==> src/rtl/iir_coef_ctrl_if.sv <==
// Bundle of signals between the coefficient controller, its configuration
// master, the upstream sample source, the IIR datapath and the sample sink.
// The slave modport is the controller's view; the master modport is the view
// of everything around it.
interface iir_coef_ctrl_if #(
  parameter int unsigned DW = 9
);
  // configuration port
  logic          cfg_we;
  logic [2:0]    cfg_addr;
  logic [DW-1:0] cfg_data;
  logic          cfg_commit;
  logic          cfg_busy;
  // upstream sample stream
  logic          in_valid;
  logic          in_ready;
  logic [DW-1:0] in_data;
  // IIR datapath side
  logic [DW-1:0] iir_din;
  logic          iir_vin;
  logic [DW-1:0] iir_a1;
  logic [DW-1:0] iir_a2;
  logic [DW-1:0] iir_b0;
  logic [DW-1:0] iir_b1;
  logic [DW-1:0] iir_b2;
  logic [DW-1:0] iir_dout;
  logic          iir_vout;
  // filtered output to sink
  logic [DW-1:0] dout;
  logic          vout;

  modport master (
    output cfg_we, cfg_addr, cfg_data, cfg_commit, in_valid, in_data,
           iir_dout, iir_vout,
    input  cfg_busy, in_ready, iir_din, iir_vin,
           iir_a1, iir_a2, iir_b0, iir_b1, iir_b2, dout, vout
  );

  modport slave (
    input  cfg_we, cfg_addr, cfg_data, cfg_commit, in_valid, in_data,
           iir_dout, iir_vout,
    output cfg_busy, in_ready, iir_din, iir_vin,
           iir_a1, iir_a2, iir_b0, iir_b1, iir_b2, dout, vout
  );
endinterface

==> src/rtl/iir_coef_ctrl.sv <==
// Coefficient bank controller in front of an IIR biquad. Coefficients are
// written into a shadow bank; a commit stalls the input, lets in-flight
// samples drain, swaps shadow into active in one edge, then pushes zero
// samples through the filter. Results belonging to those zero samples are
// masked so the sink only ever sees outputs of real samples.
module iir_coef_ctrl #(
  parameter int unsigned DW        = 9,
  parameter int unsigned DRAIN_CYC = 4,
  parameter int unsigned FLUSH_LEN = 2
) (
  input logic            clk,
  input logic            rst_n,
  iir_coef_ctrl_if.slave bus
);

  typedef enum logic [1:0] {RUN, HOLD, SWAP, FLUSH} state_t;

  // Shared phase counter for HOLD and FLUSH; suppress counter only needs to
  // cover the flush samples of one sequence plus headroom.
  localparam int unsigned CW = $clog2(DRAIN_CYC + FLUSH_LEN + 1);
  localparam int unsigned SW = $clog2(FLUSH_LEN + 1) + 1;

  state_t             state, state_nx;
  logic [CW-1:0]      cnt, cnt_nx;
  logic               pending, pending_nx;
  logic [4:0][DW-1:0] shadow;   // index = cfg_addr: a1, a2, b0, b1, b2
  logic [4:0][DW-1:0] active;
  logic [SW-1:0]      suppress;
  logic               flush_issue;
  logic               drop_one;
  logic               pass_out;
  logic               vout_q;
  logic [DW-1:0]      dout_q;

  // State, phase counter and pending flag registers.
  // NOTE: sequential state uses non-blocking assignments so every flop samples pre-edge values, independent of block order.
  always_ff @(posedge clk or negedge rst_n) begin
    if (!rst_n) begin
      state   <= RUN;
      cnt     <= '0;
      pending <= 1'b0;
    end else begin
      state   <= state_nx;
      cnt     <= cnt_nx;
      pending <= pending_nx;
    end
  end

  // Next-state logic: RUN -> HOLD (drain) -> SWAP -> FLUSH -> RUN.
  // NOTE: every output of this block gets a default first, so no path can infer a latch.
  always_comb begin
    state_nx   = state;
    cnt_nx     = cnt;
    pending_nx = pending | bus.cfg_commit;
    unique case (state)
      RUN: begin
        if (pending || bus.cfg_commit) begin
          state_nx = HOLD;
          cnt_nx   = '0;
        end
      end
      HOLD: begin
        if (cnt == CW'(DRAIN_CYC - 1)) begin
          state_nx = SWAP;
          cnt_nx   = '0;
        end else begin
          cnt_nx = cnt + CW'(1);
        end
      end
      SWAP: begin
        // The request being served retires here; a commit in this very
        // cycle starts a fresh request.
        state_nx   = FLUSH;
        pending_nx = bus.cfg_commit;
      end
      FLUSH: begin
        if (cnt == CW'(FLUSH_LEN - 1)) begin
          state_nx = RUN;
          cnt_nx   = '0;
        end else begin
          cnt_nx = cnt + CW'(1);
        end
      end
      default: state_nx = RUN;
    endcase
  end

  // Stream gating toward the filter: pass-through in RUN, zeros in FLUSH.
  // NOTE: these outputs are combinational, so rst_n gates them directly to hold them low while reset is asserted.
  always_comb begin
    bus.in_ready = 1'b0;
    bus.iir_vin  = 1'b0;
    bus.iir_din  = '0;
    if (rst_n) begin
      unique case (state)
        RUN: begin
          bus.in_ready = 1'b1;
          bus.iir_vin  = bus.in_valid;
          bus.iir_din  = bus.in_data;
        end
        FLUSH:   bus.iir_vin = 1'b1;
        default: ;
      endcase
    end
  end

  assign bus.cfg_busy = (state != RUN) || pending;

  // Shadow bank writes (any state) and the atomic shadow-to-active swap.
  // NOTE: the banks are plain registers, reset to zero so the filter starts from a known bank and an aborted swap leaves nothing behind.
  always_ff @(posedge clk or negedge rst_n) begin
    if (!rst_n) begin
      shadow <= '0;
      active <= '0;
    end else begin
      if (bus.cfg_we && (bus.cfg_addr < 3'd5)) begin
        shadow[bus.cfg_addr] <= bus.cfg_data;
      end
      if (state == SWAP) begin
        active <= shadow;
      end
    end
  end

  assign bus.iir_a1 = active[0];
  assign bus.iir_a2 = active[1];
  assign bus.iir_b0 = active[2];
  assign bus.iir_b1 = active[3];
  assign bus.iir_b2 = active[4];

  assign flush_issue = (state == FLUSH);
  assign drop_one    = bus.iir_vout && (suppress != '0);
  assign pass_out    = bus.iir_vout && (suppress == '0);

  // Count flush samples still inside the filter; each of their results is swallowed.
  always_ff @(posedge clk or negedge rst_n) begin
    if (!rst_n) begin
      suppress <= '0;
    end else if (flush_issue && !drop_one) begin
      suppress <= suppress + SW'(1);
    end else if (!flush_issue && drop_one) begin
      suppress <= suppress - SW'(1);
    end
  end

  // Registered output toward the sink; dout holds its last real value.
  always_ff @(posedge clk or negedge rst_n) begin
    if (!rst_n) begin
      vout_q <= 1'b0;
      dout_q <= '0;
    end else begin
      vout_q <= pass_out;
      if (pass_out) begin
        dout_q <= bus.iir_dout;
      end
    end
  end

  assign bus.vout = vout_q;
  assign bus.dout = dout_q;

endmodule

==> src/flat_wrapper.sv <==
// flat-port wrapper written by rule: the top's interface ports become plain ports
module iir_coef_ctrl_flat 
#(
  parameter int unsigned DW        = 9,
  parameter int unsigned DRAIN_CYC = 4,
  parameter int unsigned FLUSH_LEN = 2
)
  (clk, rst_n, bus_cfg_we, bus_cfg_addr, bus_cfg_data, bus_cfg_commit, bus_in_valid, bus_in_data, bus_iir_dout, bus_iir_vout, bus_cfg_busy, bus_in_ready, bus_iir_din, bus_iir_vin, bus_iir_a1, bus_iir_a2, bus_iir_b0, bus_iir_b1, bus_iir_b2, bus_dout, bus_vout);
  iir_coef_ctrl_if #(.DW(DW)) bus_i ();
  input logic clk;
  input logic rst_n;
  input wire logic [$bits(bus_i.cfg_we)-1:0] bus_cfg_we;
  input wire logic [$bits(bus_i.cfg_addr)-1:0] bus_cfg_addr;
  input wire logic [$bits(bus_i.cfg_data)-1:0] bus_cfg_data;
  input wire logic [$bits(bus_i.cfg_commit)-1:0] bus_cfg_commit;
  input wire logic [$bits(bus_i.in_valid)-1:0] bus_in_valid;
  input wire logic [$bits(bus_i.in_data)-1:0] bus_in_data;
  input wire logic [$bits(bus_i.iir_dout)-1:0] bus_iir_dout;
  input wire logic [$bits(bus_i.iir_vout)-1:0] bus_iir_vout;
  output wire logic [$bits(bus_i.cfg_busy)-1:0] bus_cfg_busy;
  output wire logic [$bits(bus_i.in_ready)-1:0] bus_in_ready;
  output wire logic [$bits(bus_i.iir_din)-1:0] bus_iir_din;
  output wire logic [$bits(bus_i.iir_vin)-1:0] bus_iir_vin;
  output wire logic [$bits(bus_i.iir_a1)-1:0] bus_iir_a1;
  output wire logic [$bits(bus_i.iir_a2)-1:0] bus_iir_a2;
  output wire logic [$bits(bus_i.iir_b0)-1:0] bus_iir_b0;
  output wire logic [$bits(bus_i.iir_b1)-1:0] bus_iir_b1;
  output wire logic [$bits(bus_i.iir_b2)-1:0] bus_iir_b2;
  output wire logic [$bits(bus_i.dout)-1:0] bus_dout;
  output wire logic [$bits(bus_i.vout)-1:0] bus_vout;
  assign bus_i.cfg_we = bus_cfg_we;
  assign bus_i.cfg_addr = bus_cfg_addr;
  assign bus_i.cfg_data = bus_cfg_data;
  assign bus_i.cfg_commit = bus_cfg_commit;
  assign bus_i.in_valid = bus_in_valid;
  assign bus_i.in_data = bus_in_data;
  assign bus_i.iir_dout = bus_iir_dout;
  assign bus_i.iir_vout = bus_iir_vout;
  assign bus_cfg_busy = bus_i.cfg_busy;
  assign bus_in_ready = bus_i.in_ready;
  assign bus_iir_din = bus_i.iir_din;
  assign bus_iir_vin = bus_i.iir_vin;
  assign bus_iir_a1 = bus_i.iir_a1;
  assign bus_iir_a2 = bus_i.iir_a2;
  assign bus_iir_b0 = bus_i.iir_b0;
  assign bus_iir_b1 = bus_i.iir_b1;
  assign bus_iir_b2 = bus_i.iir_b2;
  assign bus_dout = bus_i.dout;
  assign bus_vout = bus_i.vout;
  iir_coef_ctrl #(.DW(DW), .DRAIN_CYC(DRAIN_CYC), .FLUSH_LEN(FLUSH_LEN)) u_core (.clk(clk), .rst_n(rst_n), .bus(bus_i));
endmodule
==> config.mk <==
export PLATFORM = sky130hd
export DESIGN_NAME = iir_coef_ctrl_flat
export DESIGN_NICKNAME = d
export VERILOG_FILES = /design/src/rtl/iir_coef_ctrl_if.sv /design/src/rtl/iir_coef_ctrl.sv /design/src/flat_wrapper.sv
export SDC_FILE = /design/constraint.sdc
export NUM_CORES = 1
export LEC_CHECK = 0
export BUFFER_PORTS_ARGS = -buffer_cell sky130_fd_sc_hd__buf_2
export CAP_MARGIN = 5
export CORE_UTILIZATION = 57
export DETAILED_ROUTE_END_ITERATION = 10
export PLACE_DENSITY = 0.84
export SLEW_MARGIN = 20
export SYNTH_ARGS = -nofsm -noshare
export SYNTH_HDL_FRONTEND = slang
export SYNTH_SLANG_ARGS = --single-unit
==> constraint.sdc <==
create_clock -name clk -period 2.7 [get_ports clk]
set_clock_uncertainty 0.05 [all_clocks]
set_input_delay 0.54 -clock clk [delete_from_list [all_inputs] [get_ports clk]]
set_output_delay 0.54 -clock clk [all_outputs]
set_load 0.005 [all_outputs]
==> results.py, run 1 <==
metrics = {
    "logic_synthesis": {
        "synth_fp_nets": 335,
        "synth-seq-cells": 109,
        "synthCells": 287,
        "avgSynthCellArea_um2": 15.49,
        "synth_area_um2": 4447,
        "yosys_warnings": 0,
        "yosysSeqAreaShare": 0.6134,
        "yosys.cell_types.count": 31,
    },
    "setup_path": {
        "crit_path_end_kind": "primary output",
        "cp.depth": 5,
        "crit_type": "flip-flop to primary output",
        "critPathMaxFanout": 13,
        "r2r_cells": 5,
        "cp_top_family": "flip-flops",
        "cpPeakStageDelay_ns": 0.41,
        "startpoint_type": "flip-flop",
        "required_ns": 2.11,
        "reg2reg_slack_ns": 0.60,
        "slowest_stage": "dfrtp_1",
        "endpoint": "bus_iir_vin",
        "r2r-end": "u_core.state[1]$_DFFE_PN0P_",
        "r2r_start": "u_core.state[0]$_DFFE_PN0P_",
        "arrival_ns": 1.67,
        "path_buf_inv": 2,
        "path_cells": "inv_1 -> ha_1 -> a21oi_1 -> nor3b_1 -> buf_2",
        "worstSetupStartpoint": "u_core.state[0]$_DFFE_PN0P_",
    },
    "global_routing": {
        "grt_max_degree": 43,
        "met3_usage": 0.06313,
        "grt_antenna_before_repair": 0,
        "overflow": 0,
        "use_met1": 0.2911,
        "grt_pass1_vias": 2726,
        "groute.usage.overall": 0.2161,
        "use_met2": 0.3454,
        "grt.busiest_layer": "met2",
        "grt_pass1_wl_mm": 13.60,
    },
    "detailed_routing": {
        "num_vias": 2637,
        "routedWlPerCell_um": 16.40,
        "dr.pass1.iters": 4,
        "antenna_left": 0,
        "drt_iter0_markers": 75,
        "avgViaCountPerCell": 5.285,
        "route.detailed.drc": 0,
        "totalWireLength_mm": 8.183,
    },
    "final_layout": {
        "syn_to_final_growth_pct": 18.99,
        "drive_gt1_frac": 0.5800,
        "fin_nets": 443,
        "final_common_cell": "dfrtp_1",
        "final_cell_mix": "dfrtp_1, mux2_2, buf_2, inv_1, ha_1",
        "antenna_cells": 0,
    },
    "placement": {
        "portBuffers": 102,
        "place.gp.congestion": 0.7945,
        "dpl.hpwl_mm": 5.736,
        "preCtsSetupSlack_ns": 0.6455,
    },
    "floorplanning": {
        "core_um2": 7408,
        "die_h_um": 90.33,
        "io_pins": 103,
        "num_rows": 31,
        "fp.dieArea_um2": 8159,
        "initial_utilization": 0.6002,
        "die_w_um": 90.33,
    },
    "timing": {
        "tns_ns": 0,
        "setup_ws_ns": 0.4393,
        "rsz0062_at_grt": "false",
        "period_share": 0.8373,
        "setup_viol": 0,
        "worst_slew_pin_slew_ns": 0.6835,
        "max_freq_mhz": 442.3,
        "maxSlewViolCount": 0,
        "hold_viol": 0,
        "period_minus_slack_ns": 2.261,
        "maxSlewHeadroom": 0.5424,
    },
    "min_path": {
        "min_path_type": "input port to async pin",
    },
    "clock_network": {
        "cts-htree-levels": 3,
        "path_clk_slew_ns": 0.10,
        "numCtsBuffers": 9,
        "ctsResizeCount": 0,
        "clockBufferDepth": 2,
        "post_cts_buffers": 0,
        "clock_latency_ns": 0.36,
        "clockRootBuffer": "clkbuf_8",
        "cts_tree": "yes",
        "cts_hold_buffers": 0,
        "clock-sinks": 109,
    },
    "run": {
        "max-cap-violations": 0,
    },
    "power": {
        "p_leak_uw": 0.002539,
        "ir_worst_vdd_v": 0.0005132,
        "power.density_nw_per_um2": 1056,
    },
    "status": {
        "outcome": "completed",
    },
}
==> where the power goes <==
group	switching, µW	internal (µW)
Combinational	849	1160
Clock	534	438
Sequential	340	2260
Total	1720	3870
==> per-layer routing <==
metal / part of all wire / vias to the layer above
met2: 0.47 / 81
met3: 0.053 / 5
met1: 0.47 / 1319
met4: 0.0075 / 0
li1: - / 1232
met5: 0 / -
==> cell families after synthesis <==
family / after synthesis / share of synthesized area
simple gates: 27 / 0.04671
compound gates: 11 / 0.01604
mux: 104 / 0.2628
xor+xnor: 3 / 0.005910
fa+ha+maj: 12 / 0.03545
buf+inv: 21 / 0.01970
flops: 109 / 0.6134
==> cell type report <==
cell class,instances,area (µm²)
multi-input cells,157,1647
fillers,510,2117
clock buffers,10,127.6
inverters,10,37.54
clock inverters,6,70.07
repair buffers,108,558.0
well taps,99,123.9
flip-flops and latches,109,2728
==> worst min path at each step <==
stage	slack, ns	to	startpoint	depth (start not counted)
finish	0.07	u_core.pending$_DFF_PN0_	rst_n	1
CTS	0.06	u_core.bus.dout[7]$_DFFE_PN0P_	rst_n	1
floorplan	0.19	u_core.bus.dout[0]$_DFFE_PN0P_	rst_n	0
global route	0.08	u_core.pending$_DFF_PN0_	rst_n	1
global placement	0.43	u_core.bus.iir_b1[4]$_DFFE_PN0P_	u_core.shadow[31]$_DFFE_PN0P_	1
detailed placement	0.44	u_core.bus.iir_b2[0]$_DFFE_PN0P_	u_core.shadow[36]$_DFFE_PN0P_	1
==> through the flow <==
step | util | cells | total power (µW) | hold slack, ns | area [µm²]
6_report | 0.7142 | 499 | 5589 | 0.06612 | 5291
5_1_grt | 0.7142 | 499 | 5955 | 0.07775 | 5291
4_1_cts | 0.7142 | 499 | 5664 | 0.05802 | 5291
3_5_place_dp | 0.6876 | 483 | 4675 | 0.4366 | 5094
3_3_place_gp | 0.6876 | 483 | 4551 | 0.4329 | 5094
2_1_floorplan | - | 287 | 3850 | 0.1944 | 4447
==> worst reg2reg max path: stages, from the launching register on <==
cell	delay, ns
dfrtp_1	0.41
inv_1	0.13
ha_1	0.35
nor3b_1	0.57
a211oi_1	0.17
mux2_2	0.32
==> sequential cells by signal, indices dropped and copies added, names as in the netlist, 3 cells and up <==
| signal | flops |
|---|---|
| u_core.shadow | 45 |
| u_core.bus.iir_b1 | 9 |
| u_core.bus.iir_b0 | 9 |
| u_core.bus.dout | 9 |
| u_core.suppress | 3 |
| u_core.cnt | 3 |
| u_core.bus.iir_b2 | 9 |
| u_core.bus.iir_a1 | 9 |
| u_core.bus.iir_a2 | 9 |
==> synth_stat cells <==
library cell  number  area [µm²]
o22ai_1            1       6.260
o32a_1             1       10.01
ha_1              11       137.6
xor2_1             2       17.52
fa_1               1       20.02
mux2_2           102        1149
a211oi_1           2       15.01
a21oi_1            2       10.01
nand2_1            2       7.510
mux2i_1            2       20.02
xnor2_1            1       8.760
or3_1              1       6.260
clkbuf_1           4       15.01
nand4b_2           1       15.01
o21ai_0            3       15.01
nor2_1             3       11.26
and4bb_2           1       12.51
and2_1             1       6.260
nor2b_1            1       6.260
dfrtp_1          109        2728
and3_1             9       56.30
nand2b_1           2       12.51
o31ai_1            1       7.510
nor4bb_1           1       10.01
nor4b_1            1       8.760
nor4b_4            1       23.77
inv_1             10       37.54
buf_2              7       35.03
a21o_1             1       7.510
nor3_4             1       16.27
nor3b_1            2       15.01
No activity file was read; power rests on OpenSTA's default activity.
==> inputs of run 2 (changes only) <==
Settings changed: CORE_UTILIZATION 57 to 53, PLACE_DENSITY 0.84 to 0.79.
Clock period 2.7 ns to 2.3 ns, I/O delays scaled along.
==> results.py, run 2 (synthesis gave the netlist of run 1 again) <==
metrics = {
    "final_layout": {
        "drive_gt1_frac": 0.5860,
        "final_cell_mix": "dfrtp_1, mux2_2, buf_2, inv_1",
        "largest_reg_flops": 45,
        "final_common_cell": "dfrtp_1",
        "fin_nets": 444,
        "antenna_cells": 0,
        "fin_area_um2": 5340,
        "syn_to_final_growth_pct": 20.09,
        "regMostFlops": "u_core.shadow",
    },
    "clock_network": {
        "clockBufferDepth": 2,
        "cts-htree-levels": 3,
        "cts_hold_buffers": 0,
        "clockRootBuffer": "clkbuf_8",
        "clock-sinks": 109,
        "cts_tree": "yes",
        "ctsResizeCount": 0,
        "numCtsBuffers": 9,
        "path_clk_slew_ns": 0.11,
        "post_cts_buffers": 0,
        "clock_latency_ns": 0.37,
    },
    "global_routing": {
        "grt_max_degree": 110,
        "grt_antenna_before_repair": 0,
        "grt_pass1_wl_mm": 12.88,
        "grt_pass1_vias": 2601,
        "groute.usage.overall": 0.1983,
        "overflow": 0,
    },
    "setup_path": {
        "critPathMaxFanout": 13,
        "required_ns": 1.79,
        "arrival_ns": 1.62,
        "path_cells": "inv_1 -> ha_2 -> a21oi_1 -> nor3b_1 -> buf_2",
        "startpoint_type": "flip-flop",
        "path_buf_inv": 2,
        "cpPeakStageDelay_ns": 0.42,
        "cp_top_family": "flip-flops",
        "crit_type": "flip-flop to primary output",
        "slowest_stage": "dfrtp_1",
        "crit_path_end_kind": "primary output",
    },
    "placement": {
        "portBuffers": 102,
        "preCtsSetupSlack_ns": 0.3028,
        "place.gp.congestion": 0.8451,
        "dpl.hpwl_mm": 5.614,
        "placed_cell_area_um2": 5134,
    },
    "power": {
        "power.density_nw_per_um2": 1228,
        "ir_worst_vdd_v": 0.0005357,
        "p_leak_uw": 0.002550,
    },
    "run": {
        "max-cap-violations": 0,
    },
    "timing": {
        "setup_viol": 0,
        "max_freq_mhz": 469.0,
        "hold_viol": 0,
        "worst_slew_pin_slew_ns": 0.6046,
        "period_share": 0.9270,
        "rsz0062_at_grt": "false",
        "maxSlewViolCount": 0,
        "period_minus_slack_ns": 2.132,
        "maxSlewHeadroom": 0.5970,
        "tns_ns": 0,
        "setup_ws_ns": 0.1679,
    },
    "detailed_routing": {
        "avgViaCountPerCell": 5.291,
        "num_vias": 2677,
        "antenna_left": 0,
        "route.detailed.drc": 0,
        "totalWireLength_mm": 8.118,
        "routedWlPerCell_um": 16.04,
        "dr.pass1.iters": 4,
        "drt_iter0_markers": 50,
    },
    "floorplanning": {
        "fp.dieArea_um2": 8760,
        "initial_utilization": 0.5439,
        "die_h_um": 93.60,
        "io_pins": 103,
        "die_w_um": 93.60,
        "core_um2": 8175,
        "num_rows": 33,
    },
    "min_path": {
        "min_path_type": "input port to async pin",
    },
    "status": {
        "outcome": "completed",
    },
}
-- run 2: cell count changes in the layout (fill, tap and decap cells not counted), sizes merged --
cell      before  now
bufinv         1    0
clkinvlp       0    1
inv           12   13
clkbuf        10    9
buf          108  109
-- run 2: per-stage QoR --
stage	std cells	power [µW]	utilization	hold slack [ns]
after floorplan	287	4520	-	0.1144
after global placement	490	5353	0.6279	0.4313
after detailed placement	490	5493	0.6279	0.4399
after CTS	506	6641	0.6529	0.1839
after global routing	506	7017	0.6532	0.2089
final	506	6559	0.6532	0.1635
-- run 2: power breakdown --
part | leakage (µW) | switching (µW) | internal [µW]
Combinational | 0.00114 | 966 | 1390
Clock | 0.0000994 | 700 | 433
Sequential | 0.00131 | 411 | 2660
Total | 0.00255 | 2080 | 4480
-- run 2: path summary, 6_finish.rpt --
path / startpoint / endpoint / slack [ns] / cells after the start
setup reg to reg: u_core.suppress[2]$_DFFE_PN0P_ / u_core.suppress[2]$_DFFE_PN0P_ / 0.33 / 7
hold / removal: rst_n / u_core.pending$_DFF_PN0_ / 0.16 / 2
setup / recovery: u_core.state[0]$_DFFE_PN0P_ / bus_iir_vin / 0.17 / 5
min in group clk: bus_cfg_commit / u_core.pending$_DFF_PN0_ / 0.23 / 2
max in group asynchronous: rst_n / u_core.shadow[19]$_DFFE_PN0P_ / 1.62 / 2
hold reg to reg: u_core.shadow[5]$_DFFE_PN0P_ / u_core.bus.iir_a1[5]$_DFFE_PN0P_ / 0.44 / 1
-- run 2: per-layer routing --
layer | part of all wire | track usage | vias up
met3 | 0.059 | 0.04797 | 13
met5 | 0 | 0 | -
met2 | 0.47 | 0.3211 | 82
met1 | 0.45 | 0.2563 | 1352
met4 | 0.018 | 0.08205 | 0
li1 | - | - | 1230
-- run 2: area by class of cell --
cell class	instances	area, µm²
Clock inverter	7	80.08
Multi-Input combinational cell	157	1649
Timing Repair Buffer	109	590.6
Sequential cell	109	2728
Fill cell	619	2835
Clock buffer	9	123.9
Tap cell	105	131.4
Inverter	10	37.54
